File: src/rtl/ray_dir_gen_pkg.sv
// Shared types and default parameters for the ray direction generator.
// RayDirection is the packed direction word handed to the normalizer.
package ray_dir_gen_pkg;

    localparam int DIR_W        = 32;
    localparam int DEF_WIDTH    = 32;
    localparam int DEF_Q_BITS   = 16;
    localparam int DEF_TAG_SIZE = 4;

    typedef struct packed {
        logic [DIR_W-1:0] x;
        logic [DIR_W-1:0] y;
        logic [DIR_W-1:0] z;
    } RayDirection;

endpackage

File: src/rtl/ray_dir_gen_coord_fifo.sv
// Coordinate FIFO: remembers the pixel of every ray in flight so returning
// results can be labelled. Head is visible combinationally (first-word fall-through).
module coord_fifo #(
    parameter int DEPTH = 4,
    parameter int X_W   = 2,
    parameter int Y_W   = 1
) (
    input  logic           clk,
    input  logic           reset,
    input  logic           push,
    input  logic [X_W-1:0] push_x,
    input  logic [Y_W-1:0] push_y,
    input  logic           pop,
    output logic [X_W-1:0] head_x,
    output logic [Y_W-1:0] head_y,
    output logic           empty
);

    localparam int PW = (DEPTH > 1) ? $clog2(DEPTH) : 1;
    localparam int CW = $clog2(DEPTH + 1);
    localparam logic [PW-1:0] PTR_LAST = PW'(DEPTH - 1);
    localparam logic [CW-1:0] CNT_FULL = CW'(DEPTH);

    logic [X_W-1:0] mem_x_q [DEPTH];
    logic [X_W-1:0] mem_x_d [DEPTH];
    logic [Y_W-1:0] mem_y_q [DEPTH];
    logic [Y_W-1:0] mem_y_d [DEPTH];
    logic [PW-1:0]  wr_q, wr_d, rd_q, rd_d;
    logic [CW-1:0]  cnt_q, cnt_d;
    logic           do_push_s, do_pop_s;

    // Next-state for storage, pointers and occupancy.
    always_comb begin
        mem_x_d   = mem_x_q;
        mem_y_d   = mem_y_q;
        wr_d      = wr_q;
        rd_d      = rd_q;
        do_pop_s  = pop && (cnt_q != {CW{1'b0}});
        // A pop in the same cycle frees the slot, so a full FIFO may still accept.
        do_push_s = push && ((cnt_q != CNT_FULL) || do_pop_s);
        if (do_push_s) begin
            mem_x_d[wr_q] = push_x;
            mem_y_d[wr_q] = push_y;
            wr_d          = (wr_q == PTR_LAST) ? {PW{1'b0}} : wr_q + PW'(1);
        end else begin
            wr_d = wr_q;
        end
        if (do_pop_s) begin
            rd_d = (rd_q == PTR_LAST) ? {PW{1'b0}} : rd_q + PW'(1);
        end else begin
            rd_d = rd_q;
        end
        cnt_d = cnt_q + CW'(do_push_s) - CW'(do_pop_s);
    end

    // State registers with synchronous reset to empty.
    always_ff @(posedge clk) begin
        if (reset) begin
            for (int i = 0; i < DEPTH; i++) begin
                mem_x_q[i] <= {X_W{1'b0}};
                mem_y_q[i] <= {Y_W{1'b0}};
            end
            wr_q  <= {PW{1'b0}};
            rd_q  <= {PW{1'b0}};
            cnt_q <= {CW{1'b0}};
        end else begin
            mem_x_q <= mem_x_d;
            mem_y_q <= mem_y_d;
            wr_q    <= wr_d;
            rd_q    <= rd_d;
            cnt_q   <= cnt_d;
        end
    end

    assign head_x = mem_x_q[rd_q];
    assign head_y = mem_y_q[rd_q];
    assign empty  = (cnt_q == {CW{1'b0}});

endmodule

File: src/rtl/ray_dir_gen.sv
// Raster ray direction generator: issues one eye-space ray per pixel to a
// credit-limited normalizer and labels returning results with their pixel.
module ray_dir_gen
    import ray_dir_gen_pkg::*;
#(
    parameter int WIDTH    = DEF_WIDTH,
    parameter int Q_BITS   = DEF_Q_BITS,
    parameter int TAG_SIZE = DEF_TAG_SIZE,
    parameter int SCREEN_W = 320,
    parameter int SCREEN_H = 240,
    parameter int FOCAL    = 256
) (
    input  logic                        clk,
    input  logic                        reset,
    input  logic                        frame_start,
    output logic                        norm_start,
    output RayDirection                 dir,
    input  logic                        norm_valid,
    output logic [$clog2(SCREEN_W)-1:0] pix_x,
    output logic [$clog2(SCREEN_H)-1:0] pix_y,
    output logic                        pix_valid,
    output logic                        busy,
    output logic                        frame_done,
    output logic                        underflow_err
);

    localparam int XW = $clog2(SCREEN_W);
    localparam int YW = $clog2(SCREEN_H);
    localparam int CW = $clog2(TAG_SIZE + 1);

    localparam logic [1:0] ST_IDLE  = 2'd0;
    localparam logic [1:0] ST_ISSUE = 2'd1;
    localparam logic [1:0] ST_DRAIN = 2'd2;
    localparam logic [1:0] ST_DONE  = 2'd3;

    localparam logic [XW-1:0]    X_LAST   = XW'(SCREEN_W - 1);
    localparam logic [YW-1:0]    Y_LAST   = YW'(SCREEN_H - 1);
    localparam logic [CW-1:0]    CRED_MAX = CW'(TAG_SIZE);
    localparam logic [WIDTH-1:0] HALF_W   = WIDTH'(SCREEN_W / 2);
    localparam logic [WIDTH-1:0] HALF_H   = WIDTH'(SCREEN_H / 2);
    localparam logic [WIDTH-1:0] DIR_Z    = WIDTH'(0) - (WIDTH'(FOCAL) << Q_BITS);

    logic [1:0]       state_q, state_d;
    logic [XW-1:0]    px_q, px_d;
    logic [YW-1:0]    py_q, py_d;
    logic             last_q, last_d;
    logic [CW-1:0]    credits_q, credits_d;
    logic             norm_start_q, norm_start_d;
    RayDirection      dir_q, dir_d;
    logic             frame_done_q, frame_done_d;
    logic             busy_q, busy_d;
    logic             underflow_err_q, underflow_err_d;

    logic             fifo_empty_s;
    logic             ret_s;
    logic             issue_s;
    logic [CW-1:0]    avail_s;
    logic [WIDTH-1:0] dx_s, dy_s;
    logic [XW-1:0]    push_x_s;
    logic [YW-1:0]    push_y_s;

    // A result only returns a credit if it matches a ray actually in flight.
    assign ret_s   = norm_valid & ~fifo_empty_s;
    assign avail_s = credits_q + CW'(ret_s);

    // Frame sequencing, issue decision and credit accounting.
    always_comb begin
        state_d         = state_q;
        px_d            = px_q;
        py_d            = py_q;
        last_d          = last_q;
        dir_d           = dir_q;
        case (state_q)
            ST_IDLE: begin
                if (frame_start) begin
                    state_d = ST_ISSUE;
                    px_d    = {XW{1'b0}};
                    py_d    = {YW{1'b0}};
                    last_d  = 1'b0;
                end else begin
                    state_d = ST_IDLE;
                end
            end
            ST_ISSUE: begin
                if (last_q) begin
                    state_d = ST_DRAIN;
                end else begin
                    state_d = ST_ISSUE;
                end
            end
            ST_DRAIN: begin
                if (avail_s == CRED_MAX) begin
                    state_d = ST_DONE;
                end else begin
                    state_d = ST_DRAIN;
                end
            end
            ST_DONE: begin
                state_d = ST_IDLE;
            end
            default: begin
                state_d = ST_IDLE;
            end
        endcase

        // The issue is decided one edge ahead so norm_start and dir come out registered.
        issue_s  = (state_d == ST_ISSUE) && !last_d && (avail_s != {CW{1'b0}});
        push_x_s = px_d;
        push_y_s = py_d;
        dx_s     = (WIDTH'(px_d) - HALF_W) << Q_BITS;
        dy_s     = (HALF_H - WIDTH'(py_d)) << Q_BITS;
        if (issue_s) begin
            dir_d.x = DIR_W'($signed(dx_s));
            dir_d.y = DIR_W'($signed(dy_s));
            dir_d.z = DIR_W'($signed(DIR_Z));
            if (px_d == X_LAST) begin
                px_d = {XW{1'b0}};
                if (py_d == Y_LAST) begin
                    last_d = 1'b1;
                end else begin
                    py_d = py_d + YW'(1);
                end
            end else begin
                px_d = px_d + XW'(1);
            end
        end else begin
            dir_d = dir_q;
        end

        credits_d       = avail_s - CW'(issue_s);
        norm_start_d    = issue_s;
        frame_done_d    = (state_d == ST_DONE);
        busy_d          = (state_d != ST_IDLE);
        underflow_err_d = underflow_err_q | (norm_valid & fifo_empty_s);
    end

    // Registered state and outputs, synchronous active-high reset.
    always_ff @(posedge clk) begin
        if (reset) begin
            state_q         <= ST_IDLE;
            px_q            <= {XW{1'b0}};
            py_q            <= {YW{1'b0}};
            last_q          <= 1'b0;
            credits_q       <= CRED_MAX;
            norm_start_q    <= 1'b0;
            dir_q           <= {(3 * DIR_W){1'b0}};
            frame_done_q    <= 1'b0;
            busy_q          <= 1'b0;
            underflow_err_q <= 1'b0;
        end else begin
            state_q         <= state_d;
            px_q            <= px_d;
            py_q            <= py_d;
            last_q          <= last_d;
            credits_q       <= credits_d;
            norm_start_q    <= norm_start_d;
            dir_q           <= dir_d;
            frame_done_q    <= frame_done_d;
            busy_q          <= busy_d;
            underflow_err_q <= underflow_err_d;
        end
    end

    coord_fifo #(
        .DEPTH (TAG_SIZE),
        .X_W   (XW),
        .Y_W   (YW)
    ) u_coord_fifo (
        .clk    (clk),
        .reset  (reset),
        .push   (issue_s),
        .push_x (push_x_s),
        .push_y (push_y_s),
        .pop    (ret_s),
        .head_x (pix_x),
        .head_y (pix_y),
        .empty  (fifo_empty_s)
    );

    assign norm_start    = norm_start_q;
    assign dir           = dir_q;
    assign pix_valid     = ret_s;
    assign busy          = busy_q;
    assign frame_done    = frame_done_q;
    assign underflow_err = underflow_err_q;

endmodule

File: config.mk
export PLATFORM = sky130hd
export DESIGN_NAME = ray_dir_gen
export DESIGN_NICKNAME = d
export VERILOG_FILES = /design/src/rtl/ray_dir_gen_pkg.sv /design/src/rtl/ray_dir_gen_coord_fifo.sv /design/src/rtl/ray_dir_gen.sv
export SDC_FILE = /design/constraint.sdc
export NUM_CORES = 1
export LEC_CHECK = 0
export ABC_AREA = 1
export CAP_MARGIN = 20
export CORE_MARGIN = 2
export CORE_UTILIZATION = 29
export CTS_BUF_LIST = sky130_fd_sc_hd__clkbuf_8
export DETAILED_ROUTE_END_ITERATION = 8
export SLEW_MARGIN = 20
export SYNTH_ARGS = -nofsm -noshare
export SYNTH_HDL_FRONTEND = slang
export SYNTH_SLANG_ARGS = --single-unit
File: constraint.sdc
create_clock -name clk -period 3 [get_ports clk]
set_clock_uncertainty 0.2 [all_clocks]
set_input_delay 0.75 -clock clk [delete_from_list [all_inputs] [get_ports clk]]
set_output_delay 0.75 -clock clk [all_outputs]
set_load 0.01 [all_outputs]
==> Word-level counts from Yosys, hierarchy flattened <==
Index checks and enable logic that the tools add are counted.
{ "word_totals": {"regBits": 135, "latchBits": 0, "ramBits": 0, "romBits": 0, "input_bits": 4, "out_inout_bits": 118, "elab_cells": 97, "mem_count": 0} }
{ "op_classes": {"add_sub_neg": 10, "multipliers": 0, "n_div": 0, "n_lt_le_gt_ge": 3, "eq_ne": 11, "shift": 0, "muxes": 32, "bitwise": 6, "reduce_logical": 12} }
{ "op_table": {"columns": ["operator", "n"], "rows": [
  ["2-to-1 mux 8 bit", 8],
  ["2-to-1 mux 9 bit", 7],
  ["bitwise mux 36 bit", 1],
  ["bitwise mux 32 bit", 1],
  ["binary-select mux 9 bit (select 2 bit)", 1],
  ["demux 9 bit (select 2 bit)", 1],
  ["binary-select mux 8 bit (select 2 bit)", 1],
  ["demux 8 bit (select 2 bit)", 1],
  ["equality test 2 bit, second input constant", 5],
  ["subtractor 9 x 8 -> 10 bit, second input constant", 1],
  ["adder 9 x 1 -> 9 bit, second input constant", 1],
  ["equality test 9 bit, second input constant", 1],
  ["subtractor 7 x 8 -> 9 bit, first input constant", 1],
  ["adder 8 x 1 -> 8 bit, second input constant", 1],
  ["equality test 8 bit, second input constant", 1],
  ["one-hot mux 2 bit (4 select lines)", 1],
  ["2-to-1 mux 1 bit", 7],
  ["adder 3 x 1 -> 3 bit", 2],
  [">= comparator 3 bit, second input constant", 2],
  ["2-to-1 mux 2 bit", 3],
  ["inverter 2 -> 3 bit", 2],
  ["nonzero test 3 bit", 2],
  ["subtractor 3 x 1 -> 3 bit", 2],
  ["logical AND 1 bit", 5],
  ["13 further kinds", 16]
]} }

==> Longest topological paths before layout <==
{ "logic_depth": {"word_depth": 13, "ltp_mapped": 16, "mapped_depth_nobuf": 16} }

==> Hierarchy <==
From an unflattened synthesis, not the netlist that was laid out.
{ "hier_totals": {"cells_unflattened": 1097, "hier_area_um2": 7355.8} }
{ "by_module_without_submodules": {"columns": ["mod", "instances", "cells_each", "area_each_um2", "seq_area_each_um2"], "rows": [
  ["coord_fifo", 1, 681, 4364.2, 1501.4],
  ["ray_dir_gen", 1, 416, 2991.6, 940.9]
]} }

==> Worst setup path before layout <==
OpenSTA, ideal clock, no wires.
{ "synth_timing": {"path_type": "input to register", "start": "input port norm_valid", "end": "register credits_q[2]", "setup_ps": 63, "arrival_ps": 3016, "t_required_ps": 2737, "slack_ps": -279, "stages": 14, "n_path_buf": 2, "cell_sequence": "inv_1 > a21oi_1 > ha_1 > ha_1 > nor2_1 > nand3_1 > nand2_2 > inv_4 > buf_4 > buf_2 > ha_1 > ha_1 > or2_2 > nand3_1"} }
{ "synth_between": {"elab_chain_len": 9, "word_cells_on_any_way": 10, "cone_classes": "add/sub: 2; eq/ne: 2; mux: 2; bitwise: 1; reduce/logical: 3"} }
{ "synth_lines": {"columns": ["element", "line", "text"], "rows": [
  ["start: declaration", "ray_dir_gen.sv:18", "input logic norm_valid,"],
  ["AND 1 bit *", "ray_dir_gen.sv:63", "assign ret_s = norm_valid & ~fifo_empty_s;"],
  ["named net pix_valid", "ray_dir_gen.sv:21", "output logic pix_valid,"],
  ["adder 3 x 1 -> 3 bit *", "ray_dir_gen.sv:64", "assign avail_s = credits_q + CW'(ret_s);"],
  ["equality test 3 bit", "ray_dir_gen.sv:92", "if (avail_s == CRED_MAX) begin"],
  ["2-to-1 mux 1 bit", "ray_dir_gen.sv:92", null],
  ["one-hot mux 2 bit (4 select lines)", "ray_dir_gen.sv:73", "case (state_q)"],
  ["equality test 2 x 1 -> 1 bit", "ray_dir_gen.sv:107", "issue_s = (state_d == ST_ISSUE) && !last_d && (avail_s != {CW{1'b0}});"],
  ["logical AND 1 bit", "ray_dir_gen.sv:107", null],
  ["logical AND 1 bit *", "ray_dir_gen.sv:107", null],
  ["named net issue_s", "ray_dir_gen.sv:56", "logic issue_s;"],
  ["subtractor 3 x 1 -> 3 bit *", "ray_dir_gen.sv:130", "credits_d = avail_s - CW'(issue_s);"],
  ["end signal: assignment", "ray_dir_gen.sv:155", "credits_q <= credits_d;"],
  ["end: declaration", "ray_dir_gen.sv:47", "logic [CW-1:0] credits_q, credits_d;"]
]} }
The timed path passes the listed nets; every way through them passes the cells marked *.
A chain may end at the register's enable or synchronous reset.

==> Final worst setup path <==
{ "layout_timing": {"start": "register u_coord_fifo.rd_q[0]", "end": "output port pix_y[0]"} }
{ "layout_between": {"elab_chain_len": 4} }
{ "layout_lines": {"columns": ["element", "line", "text"], "rows": [
  ["start: declaration", "ray_dir_gen_coord_fifo.sv:28", "logic [PW-1:0] wr_q, wr_d, rd_q, rd_d;"],
  ["start signal: assignment", "ray_dir_gen_coord_fifo.sv:64", "rd_q <= {PW{1'b0}};"],
  ["start signal: assignment", "ray_dir_gen_coord_fifo.sv:70", "rd_q <= rd_d;"],
  ["inverter 2 -> 3 bit (not written as such)", "ray_dir_gen_coord_fifo.sv:76", "assign head_y = mem_y_q[rd_q];"],
  ["binary-select mux 8 bit (select 2 bit)", "ray_dir_gen_coord_fifo.sv:76", null],
  ["2-to-1 mux 8 bit (not written as such) (2 in a row)", "ray_dir_gen_coord_fifo.sv:76", null],
  ["end: declaration", "ray_dir_gen.sv:20", "output logic [$clog2(SCREEN_H)-1:0] pix_y,"]
]} }
Every way passes these cells. The select of a mux whose other input is x is not followed.

==> metrics.md <==
| Metric | Value |
|---|---|
| Clock latency on the worst-skew pair | 0.45 ns |
| Synth Area in Simple Gates | about 17% |
| Rows | 53 |
| WL final | 14,760 um |
| XOR/XNOR Fraction of Synth Area | 1.001% |
| Post-Layout Cell Count | roughly 1,100 |
| Top-level I/O count | roughly 120 |
| Min Tclk post-route | 2.914 ns |
| Max Slew Vio Count | 0 |
| Final setup vio count | 0 |
| CP startpoint kind | register |
| Yosys reg bits | ~120 |
| Async SR Flop Fraction | 0% |
| Area contributors post-synth | dfxtp_1 (40%), buf_4 (9.6%), a21oi_1 (6.7%), o21ai_0 (6.5%), nor2_1 (5.9%) |
| Min Hold Slack | between 0.2 and 0.3 ns |
| Worst-path clk slew | roughly 0.070 ns |
| Vias in the first global route | around 4,700 |
| Die ar. | 0.02231 mm2 |
| EDFF count, synth | 0 |
| Placed insts | between 1,000 and 1,500 |
| Place WS | -0.3145 ns |
| Element type at the critical path end | output port |
| Port Buf Inserts | 65 |
| Post-Synthesis Cells | 777 |
| Area delta synth->final | 20.13% |
| Synth Area in Compound Gates | a little over a fifth |
| Die width | roughly 150 um |
| Peak supply drop | roughly 0.45 mV |
| Top_reg_cell synth | dfxtp_1 |
| Setup repair bufs after CTS | 0 |
| Crit-path max FO | 13 |
| Cells on Worst Hold Path | 2 |
| Util after Layout | around a third |
| YS warnings | 0 |
| Largest net degree at the start of global routing | 43 |
| Final nets | about 860 |
| Most frequent cell after synthesis | dfxtp_1 |
| HP Class | register to register |
| Core area | 0.02089 mm2 |
| Initial antenna violation count | 1 |
| Largest family of logic cells by synthesized area | compound AO/OA/AOI/OAI gates |
| Post-synthesis adder-cell area fraction | approximately 3.6% |
| Fillers | ~2,200 |
| Library cells used by synthesis | 38 |
| Top post-synthesis cells by count | dfxtp_1 (122), nor2_1 (96), a21oi_1 (82), o21ai_0 (79), buf_4 (78) |
| CP required | a little over 2 ns |
| Worst path bufs/invs | 3 |
| Max-Slew Margin vs Limit | around three fifths |
| Slowest stage delay, CP | 0.60 ns |
| DRT iter0 DRCs | between 300 and 400 |
| Largest area contributor in the netlist | dfxtp_1 |
| Via/cell ratio | between 4 and 5 |
| Total GRT Usage | 13.60% |
| Crit path arrival time | between 1.5 and 2 ns |
| Drt drc | 0 |
| Post-route ant nets | 0 |
| Leakage | 3.263 nW |
| Syn avg cell area | about 7.9 um2 |
| Layout cells sized above 1 | 14.49% |
| Initial core utilization | around 29% |
| GPL Wtd Cong | a little under 0.8 |
| Max_cap viols | 0 |
| DR WL/cell | approximately 13 um |
| Fin crit share | between 90% and 100% |
| Post-DP HPWL | roughly 9700 um |
| Sequential share of the synthesized area | between 30% and 40% |
| TritonCTS clock tree | yes |
| Root buf cell | clkbuf_8 |
| H-tree depth | 4 |
| Status | finished clean |
| Remaining global-route overflow | 0 |
| Pwr/cell area | between 800 and 900 mW/mm2 |
| Num CTS Buffers | 17 |
| Post-Syn Area | 0.006127 mm2 |
| Instance count on the critical path | 5 |
| F_max | 0.3432 GHz |
| Via count | slightly above 5,000 |
| DRT Pass-1 Iters | 5 |
| Hold Violations, Final | 0 |
| Mux contribution to synthesized area | 0% |
| Post-synth top area share | between 30 and 40% |
| Crit path max-delay family | buffers and inverters |
| Register-to-Register Path Depth | 12 |
| CTS sink count | roughly 120 |
| First-pass GRT wire length | 23,730 um |
| RSZ-0062 raised after global routing | false |
| Worst Path Class, Setup | register to output port |
| Slew @ Worst Pin | between 0.5 and 0.6 ns |
| Clock Tree Buf Depth | 2 |
| Die Ht | around 150 um |
| Setup ws final | slightly below 0.09 ns |
| ANT cells | 0 |
| Pwr Total | roughly 0.0059 W |
| Slowest-stage cell, CP | clkdlybuf4s50_1 |
| Crit-path cells | inv_1, buf_4, nor2_1, o22ai_1, clkdlybuf4s50_1 |
## cell families after synthesis
logic type               count (synthesis)
XOR/XNOR                                 7
flip-flops                             122
AO/OA/AOI/OAI                          238
AND/OR/NAND/NOR                        217
adder cells (fa/ha/maj)                 17
buffers and inverters                  175
other                                    1
## power breakdown
group	switching (W)	leakage [nW]	total (W)	internal, W
logic	0.00121	2.03	0.00219	0.000980
registers	0.000199	0.999	0.00214	0.00194
clock network	0.000643	0.237	0.00160	0.000954
## cell type report
| class | instances | area, um2 | area share [%] |
|---|---|---|---|
| Sequential cell | 122 | 2447 | 33.25 |
| Timing Repair Buffer | 107 | 1027 | 13.96 |
| Clock inverter | 12 | 155.1 | 2.108 |
| Inverter | 59 | 224.0 | 3.043 |
| Clock buffer | 20 | 275.3 | 3.740 |
| Multi-Input combinational cell | 536 | 2888 | 39.23 |
| Tap cell | 275 | 344.1 | 4.674 |
## through the flow
| step | instance area, um2 | setup TNS (ns) |
|---|---|---|
| CTS | 7315 | 0 |
| floorplan | 6357 | 0 |
| global placement | 6863 | -13.73 |
| global route | 7361 | 0 |
| finish | 7361 | 0 |
| detailed placement | 6863 | -17.88 |
## flip-flops by register name, indices dropped and copies added, names as in the netlist, 2 cells and up
signal,count
credits_q,3
dir,20
px_q,9
py_q,8
state_q,2
u_coord_fifo.cnt_q,3
u_coord_fifo.mem_x_q,36
u_coord_fifo.mem_y_q,32
u_coord_fifo.rd_q,2
u_coord_fifo.wr_q,2
## layer usage
layer | part of all wire (%) | global-route usage [%] | vias to the layer above
li1 | - | - | 2606
met1 | 47 | 17.49 | 2360
met2 | 46 | 22.02 | 149
met3 | 4.8 | 3.609 | 20
met4 | 1.7 | 4.667 | 2
met5 | 0.088 | 0 | -
## path summary, 6_finish.rpt
path | startpoint | end | slack, ns
min reg2reg | underflow_err$_SDFF_PP0_ | underflow_err$_SDFF_PP0_ | 0.26
max reg2reg | u_coord_fifo.cnt_q[1]$_SDFF_PP0_ | u_coord_fifo.mem_x_q[22]$_SDFFE_PP0P_ | 0.32
min | underflow_err$_SDFF_PP0_ | underflow_err$_SDFF_PP0_ | 0.26
max | u_coord_fifo.rd_q[0]$_SDFFE_PP0P_ | pix_y[0] | 0.09
## worst min-delay path, cell delays in order (launching register included)
cell,delay [ns]
dfxtp_1,0.32
inv_1,0.05
a21oi_1,0.05
## layout by cell type (no fill, tap or decap), types with 15 or more instances in the layout
| master | Yosys | routed |
|---|---|---|
| o22ai_1 | 17 | 15 |
| dfxtp_1 | 122 | 120 |
| nor2_1 | 96 | 95 |
| conb_1 | 1 | 56 |
| inv_1 | 54 | 56 |
| nand2_1 | 63 | 63 |
| clkdlybuf4s50_1 | 0 | 52 |
| o21ai_0 | 79 | 78 |
| ha_1 | 16 | 15 |
| a21oi_1 | 82 | 81 |
| nand3_1 | 21 | 21 |
| clkbuf_8 | 0 | 20 |
| buf_4 | 78 | 38 |
| o21ai_1 | 45 | 46 |
## timing repair
action                                  in CTS  in global routing
hold buffers                                 0                  0
pin swaps                                    0                  1
resized for setup                            7                 15
cloned                                       0                  1
endpoints found under the setup margin      18                 16
(Power assumes the default switching activity.)
